`src/rtl/europa_req_arbiter_pkg.sv`:
```
// Shared types and defaults for the europa request arbiter.
package europa_req_arbiter_pkg;

  typedef enum logic {
    IDLE = 1'b0,
    LOCK = 1'b1
  } state_e;

  localparam int DefNumReq        = 4;
  localparam int DefDataWidth     = 64;
  localparam int DefTimeoutCycles = 255;

  // Index addition modulo n; both operands are assumed to be below n.
  function automatic int wrap_add(input int a, input int b, input int n);
    int s;
    s = a + b;
    return (s >= n) ? s - n : s;
  endfunction

endpackage

```
`src/rtl/europa_rr_picker.sv`:
```
// Combinational round-robin search: first asserted request at or above ptr, with wrap.
module europa_rr_picker
  import europa_req_arbiter_pkg::*;
#(
  parameter int NumReq = DefNumReq,
  parameter int IdxW   = $clog2(NumReq)
) (
  input  logic [NumReq-1:0] req,
  input  logic [IdxW-1:0]   ptr,
  output logic              valid,
  output logic [IdxW-1:0]   index
);

  // Scan from the farthest offset down so the nearest hit to ptr is assigned last.
  always_comb begin
    valid = |req;
    index = '0;
    for (int k = NumReq - 1; k >= 0; k--) begin
      if (req[wrap_add(int'(ptr), k, NumReq)]) begin
        index = IdxW'(wrap_add(int'(ptr), k, NumReq));
      end
    end
  end

endmodule

```
`src/rtl/europa_req_arbiter.sv`:
```
// Round-robin arbiter granting a shared beat stream to one requester per transaction,
// with a stall timeout that forces release of a hung owner.
//
//   state | meaning
//   IDLE  | no owner; pick a winner from ptr when any request is valid
//   LOCK  | owner routed to the shared port until last beat or timeout
module europa_req_arbiter
  import europa_req_arbiter_pkg::*;
#(
  parameter int NumReq        = DefNumReq,
  parameter int DataWidth     = DefDataWidth,
  parameter int TimeoutCycles = DefTimeoutCycles
) (
  input  logic                               i_clk,
  input  logic                               i_rst,
  input  logic [NumReq-1:0]                  i_req_valid,
  input  logic [NumReq-1:0][DataWidth-1:0]   i_req_data,
  input  logic [NumReq-1:0]                  i_req_last,
  output logic [NumReq-1:0]                  o_req_ready,
  output logic                               o_valid,
  output logic [DataWidth-1:0]               o_data,
  output logic                               o_last,
  input  logic                               i_ready,
  output logic [$clog2(NumReq)-1:0]          o_grant_idx,
  output logic                               o_busy,
  output logic                               o_timeout
);

  localparam int IdxW = $clog2(NumReq);
  // The counter never holds TimeoutCycles itself: the cycle it would get there releases.
  localparam int CntW = (TimeoutCycles > 1) ? $clog2(TimeoutCycles) : 1;

  state_e            state_q, state_d;
  logic [IdxW-1:0]   owner_q, owner_d;
  logic [IdxW-1:0]   ptr_q, ptr_d;
  logic [CntW-1:0]   stall_q, stall_d;
  logic              tmo_q, tmo_d;

  logic              pick_valid;
  logic [IdxW-1:0]   pick_idx;
  logic              lock_act;
  logic              own_valid;
  logic              own_last;
  logic              xfer;
  logic [IdxW-1:0]   ptr_after;

  europa_rr_picker #(
    .NumReq (NumReq),
    .IdxW   (IdxW)
  ) u_picker (
    .req   (i_req_valid),
    .ptr   (ptr_q),
    .valid (pick_valid),
    .index (pick_idx)
  );

  // Outputs are gated by reset so nothing is offered while reset is held.
  assign lock_act  = (state_q == LOCK) && !i_rst;
  assign own_valid = i_req_valid[owner_q];
  assign own_last  = i_req_last[owner_q];
  assign xfer      = lock_act && own_valid && i_ready;
  assign ptr_after = IdxW'(wrap_add(int'(owner_q), 1, NumReq));

  always_comb begin
    state_d = state_q;
    owner_d = owner_q;
    ptr_d   = ptr_q;
    stall_d = stall_q;
    tmo_d   = 1'b0;
    case (state_q)
      IDLE: begin
        if (pick_valid) begin
          state_d = LOCK;
          owner_d = pick_idx;
          stall_d = '0;
        end
      end
      LOCK: begin
        if (xfer) begin
          stall_d = '0;
          if (own_last) begin
            state_d = IDLE;
            ptr_d   = ptr_after;
          end
        end else if (stall_q == CntW'(TimeoutCycles - 1)) begin
          state_d = IDLE;
          ptr_d   = ptr_after;
          tmo_d   = 1'b1;
        end else begin
          stall_d = stall_q + 1'b1;
        end
      end
      default: state_d = IDLE;
    endcase
  end

  always_ff @(posedge i_clk) begin
    if (i_rst) begin
      state_q <= IDLE;
      owner_q <= '0;
      ptr_q   <= '0;
      stall_q <= '0;
      tmo_q   <= 1'b0;
    end else begin
      state_q <= state_d;
      owner_q <= owner_d;
      ptr_q   <= ptr_d;
      stall_q <= stall_d;
      tmo_q   <= tmo_d;
    end
  end

  always_comb begin
    o_req_ready = '0;
    o_valid     = 1'b0;
    o_data      = '0;
    o_last      = 1'b0;
    o_grant_idx = '0;
    if (lock_act) begin
      o_req_ready[owner_q] = i_ready;
      o_valid              = own_valid;
      o_data               = i_req_data[owner_q];
      o_last               = own_last;
      o_grant_idx          = owner_q;
    end
  end

  assign o_busy    = lock_act;
  assign o_timeout = tmo_q && !i_rst;

endmodule

```
`config.mk`:
```
export PLATFORM = sky130hd
export DESIGN_NAME = europa_req_arbiter
export DESIGN_NICKNAME = d
export VERILOG_FILES = /design/src/rtl/europa_req_arbiter_pkg.sv /design/src/rtl/europa_rr_picker.sv /design/src/rtl/europa_req_arbiter.sv
export SDC_FILE = /design/constraint.sdc
export NUM_CORES = 1
export LEC_CHECK = 0
export ABC_CLOCK_PERIOD_IN_PS = 1900
export CAP_MARGIN = 20
export CORE_AREA = 4 4 129 131
export DETAILED_ROUTE_END_ITERATION = 8
export DIE_AREA = 0 0 133 135
export MAX_ROUTING_LAYER = met4
export PLACE_DENSITY = 0.63
export SLEW_MARGIN = 20
export SYNTH_ARGS = -nofsm -noshare
export SYNTH_HDL_FRONTEND = slang
export SYNTH_SLANG_ARGS = --single-unit
```
`constraint.sdc`:
```
create_clock -name i_clk -period 1.9 [get_ports i_clk]
set_input_delay 0.38 -clock i_clk [delete_from_list [all_inputs] [get_ports i_clk]]
set_output_delay 0.38 -clock i_clk [all_outputs]
set_load 0.03 [all_outputs]
```
# --- After elaboration in Yosys (flattened, before gate mapping) ---
# Index checks and enable logic that the tools add are counted.
totals:
  out_inout_bits: 74
  input_bits: 267
  regBits: 14
  word_cells: 91
op_classes:
  bitwise: 2
  magnitude_cmp: 11
  mux: 47
  n_reduce_logical: 12
  n_eq_ne: 4
  n_addsub: 10
ops:
  columns: ["cell", "count"]
  rows:
  - ["64-bit binary-select mux with 2-bit select", 1]
  - ["32-bit by 4-bit less-than comparator with 1-bit output (second input constant)", 4]
  - ["32-bit 2-to-1 mux", 4]
  - ["64-bit 2-to-1 mux", 2]
  - ["32-bit by 4-bit >= comparator with 1-bit output (second input constant)", 3]
  - ["32-bit by 4-bit subtractor with 32-bit output (second input constant)", 3]
  - ["8-bit 2-to-1 mux", 3]
  - ["1-bit 2-to-1 mux", 18]
  - ["2-bit 2-to-1 mux", 9]
  - ["8-bit one-hot mux with 2 select lines", 1]
  - ["1-bit binary-select mux with 2-bit select", 6]
  - ["8-bit by 1-bit adder with 8-bit output (second input constant)", 1]
  - ["8-bit == test (second input constant)", 1]
  - ["2-bit by 1-bit adder with 3-bit output (second input constant)", 2]
  - ["2-bit by 2-bit adder with 3-bit output (second input constant)", 2]
  - ["1-bit logical AND", 5]
  - ["4-bit bitwise AND", 1]
  - ["4-bit 2-to-1 mux", 1]
  - ["2-bit != test (second input constant)", 2]
  - ["2-bit AND reduction", 2]
  - ["4-bit OR reduction", 1]
  - ["2-bit by 3-bit subtractor with 4-bit output (second input constant)", 1]
  - ["2-bit by 3-bit >= comparator with 1-bit output (second input constant)", 1]
  - ["3-bit >= comparator (second input constant)", 1]
  - ["11 further kinds", 11]

# --- Logic depth before layout (Yosys ltp) ---
depth:
  word_depth: 10
  ltp_mapped: 8
  mapped_depth_nobuf: 7

# --- Modules after synthesis ---
# Synthesis repeated with hierarchy kept, for this count alone.
unflattened:
  cells_unflattened: 268
  area_unflattened_um2: 2907.8
modules_own_cells:
  columns: ["module", "instances", "area_each_um2", "cells_each", "seq_area_each_um2"]
  rows:
  - ["europa_req_arbiter", 1, 2830.2, 255, 280.3]
  - ["europa_rr_picker", 1, 77.6, 13, 0.0]

# --- Worst setup path after synthesis ---
# No wires, ideal clock.
synth_path:
  kind: "reg-to-output"
  from: "register owner_q[0]"
  to: "output o_data[10]"
  arrival_time_ns: 1.805
  slack_ns: -0.285
  required_time_ns: 1.520
  n_path_buf: 3
  stages_incl_launch_ff: 6
  cell_sequence: "dfxtp_1 buf_2 buf_2 buf_2 mux4_2 nor2b_1"
synth_via:
  elab_chain_cells: 3
synth_lines:
  columns: ["item", "line_no", "text"]
  rows:
  - ["start, declared", "europa_req_arbiter.sv:34", "logic [IdxW-1:0] owner_q, owner_d;"]
  - ["start signal, assigned", "europa_req_arbiter.sv:106", "owner_q <= owner_d;"]
  - ["64-bit binary-select mux with 2-bit select", "europa_req_arbiter.sv:122", "o_data = i_req_data[owner_q];"]
  - ["64-bit 2-to-1 mux (not written as such)", "europa_req_arbiter.sv:122", null]
  - ["64-bit 2-to-1 mux", "europa_req_arbiter.sv:119", "if (lock_act) begin"]
  - ["end, declared", "europa_req_arbiter.sv:21", "output logic [DataWidth-1:0] o_data,"]
# Every way passes these cells. The select of a mux whose other input is x is not followed.

# --- Worst setup path in the final report ---
layout_path:
  from: "register owner_q[0]"
  to: "output o_data[63]"
# The elaborated chain is that of the path after synthesis.

==> flow_metrics.env <==
export IMPL_drv_slew=0
export IMPL_core_area_sq_um=15600
export IMPL_cp_end_kind="primary output"
export IMPL_cpMaxStageDelayCell="mux4_2"
export IMPL_crit_arrival_ps=1840
export IMPL_hold_violations=0
export IMPL_final_area_sq_um=7750
export IMPL_portBuffers=340
export IMPL_ys_async_sr_fraction_pct=0
export IMPL_drt_pass1_iterations=6
export IMPL_grt_first_pass_wirelength_microns=26200
export IMPL_drt_first_iter_violations=177
export IMPL_start_util_pct=18.1
export IMPL_fin_tns_setup_ps=-17110
export IMPL_rsz0062_at_grt="true"
export IMPL_clockRootBuffer="clkbuf_16"
export IMPL_die_h_microns=135
export IMPL_violations="setup timing"
export IMPL_synth_flop_cell="dfxtp_1"
export IMPL_max_stage_delay_ps=510
export IMPL_grt_max_degree=23
export IMPL_yosys_warnings=0
export IMPL_status="complete, but fails checks"
export IMPL_clock_path_buffers=2
export IMPL_routed_wl_microns=18400
export IMPL_cp_startpoint="owner_q[0]"
export IMPL_max_freq_mhz=450
export IMPL_cts_hold_buf=0
export IMPL_grt_pass1_vias=4262
export IMPL_path_clk_slew_ps=40
export IMPL_place_area_sq_um=7070
export IMPL_area_delta_synth_final_pct=174
export IMPL_finalPower_w=0.00248
export IMPL_mostFrequentLayoutCells="clkdlybuf4s50_1 (262), mux4_2 (66), buf_4 (43)"
export IMPL_holdPathStages=2
export IMPL_critPathLaunchType="flop"
export IMPL_r2r_end="stall_q[2]"
export IMPL_syn_area_per_cell_sq_um=11.1
export IMPL_antenna_found_initial=3
export IMPL_synth_seq_area_share_pct=9.91
export IMPL_netlist_area_sq_um=2830
export IMPL_tightest_slew_ps=430
export IMPL_antenna_left=0
export IMPL_synth_edff_count=0
export IMPL_drt_vias_per_instance=4.56
export IMPL_period_minus_slack_ps=2220
export IMPL_reg2reg_slack_ps=-320
export IMPL_layout_nets=908
export IMPL_hold_path_endpoint="tmo_q"
export IMPL_grt_usage_pct=19.3
export IMPL_maxSlewHeadroom_pct=71.3
export IMPL_final_setup_worst_slack_ps=-321
export IMPL_dieArea_sq_um=18000
export IMPL_boundaryPins=341
export IMPL_regToRegStartpoint="owner_q[0]"
export IMPL_r2r_cells=6
export IMPL_numCtsBuffers=3
export IMPL_synth_cells=255
export IMPL_power_density_nw_per_um2=320
export IMPL_crit_chain="buf_12 > buf_16 > buf_12 > mux4_2 > nor2b_4 > buf_12"
export IMPL_cts_num_sinks=14
export IMPL_post_route_util_pct=49.7
export IMPL_hpwlAfterDp_microns=15400
export IMPL_cp_top_family="buffers and inverters"
export IMPL_criticalPathCategory="flop to primary output"
export IMPL_crit_fanout=7
export IMPL_h_tree_depth=1
export IMPL_grt_overflow=0
export IMPL_leakage_nw=2.90
export IMPL_syn_nets=528
export IMPL_min_from="i_ready"
export IMPL_skew_ps=1.23
export IMPL_post_drt_wl_per_cell_microns=21.6
export IMPL_drive_gt1_share_pct=42.5
export IMPL_die_width_microns=133
export IMPL_synth_seq_cells=14
export IMPL_clock_latency_ps=240
export IMPL_vias=3886
export IMPL_synth_cell_types=34
export IMPL_rows=46
export IMPL_required_ps=1520
export IMPL_path_common_cell="buf_12"
export IMPL_vdd_ir_drop_max_mv=0.295
export IMPL_fin_crit_sh_pct=117
export IMPL_cap_violations=0
export IMPL_setup_violations=78
export IMPL_mostFrequentLayoutCell="clkdlybuf4s50_1"
export IMPL_hold_class="primary input to flop"
export IMPL_crit_buf_inv=4
export IMPL_drc=0
export IMPL_gp_congestion=0.940
export IMPL_cts_tree="built"
==> cells in the mapped netlist, drive strengths merged, types with 3 or more instances <==
cell,n,area share [%]
a21oi,8,1.4
and2,5,1.2
buf,10,1.9
clkbuf,15,2.0
dfxtp,14,9.9
ha,6,2.7
inv,8,1.1
mux2i,4,1.4
mux4,66,53
nand2,7,0.93
nand3,5,0.88
nor2,10,1.3
nor2b,67,15
o21ai,3,0.53
or4,6,1.7
==> where the power goes <==
part	total, W	leakage (nW)	internal (W)	switching, W
logic	0.00178	2.74	0.00116	0.000618
registers	0.000310	0.115	0.000301	0.00000877
clock network	0.000387	0.0370	0.000275	0.000113
==> worst register-to-register path: stages, from the launching register on <==
cell     delay (ps)
dfxtp_4         380
buf_12          200
mux4_2          540
buf_6           150
a211o_4         330
or4_1           460
o21ai_1          90
==> metal layers <==
layer  vias to the layer above  wire length (microns)  track usage (%)
met5                         -                      0                -
met4                         0                    301             3.81
met3                        22                   1360             5.14
met2                       212                   9810             34.6
met1                      1892                   6940             21.7
li1                       1760                      -                -
==> kinds of logic after synthesis <==
kind of cell             synth area share [%]
AO/OA/AOI/OAI                            5.31
XOR/XNOR                                0.310
adder cells (fa/ha/maj)                  2.65
buffers and inverters                    4.91
flip-flops                               9.91
multiplexers                             54.0
AND/OR/NAND/NOR                          22.9
==> registers in the layout, indices dropped and copies added (netlist names) <==
register / count
stall_q: 8
ptr_q: 2
state_q: 1
owner_q: 2
tmo_q: 1
==> through the flow <==
step | setup slack, ps | hold WS, ps | instances
after detailed placement | -593 | 488 | 826
after floorplan | -69.6 | 449 | 255
after global placement | -596 | 463 | 826
after CTS | -351 | 487 | 848
after global routing | -370 | 406 | 852
final | -321 | 402 | 852
==> how the worst max path moves through the flow <==
stage | end | slack [ps] | cells after the start
final | o_data[63] | -320 | 6
after global routing | stall_q[2] | -370 | 6
after CTS | o_data[28] | -350 | 6
after detailed placement | stall_q[2] | -590 | 6
after global placement | stall_q[2] | -600 | 6
after floorplan | stall_q[2] | -70 | 5
==> layout make-up <==
type                            count  area (sq um)
Clock buffer                        3          75.1
Sequential cell                    14           288
Timing Repair Buffer              400          4340
Inverter                            8          32.5
Multi-Input combinational cell    208          2740
Tap cell                          216           270
Fill cell                        1379          7850
Antenna cell                        3          7.51
==> repair_timing <==
item / in CTS / in global routing
endpoints found under the hold margin: 0 / 0
setup buffers: 17 / 2
pin swaps: 1 / 1
gates cloned: 2 / 2
resized for setup: 178 / 21
endpoints found under the setup margin: 84 / 82
No activity file was read; power rests on OpenSTA's default activity.
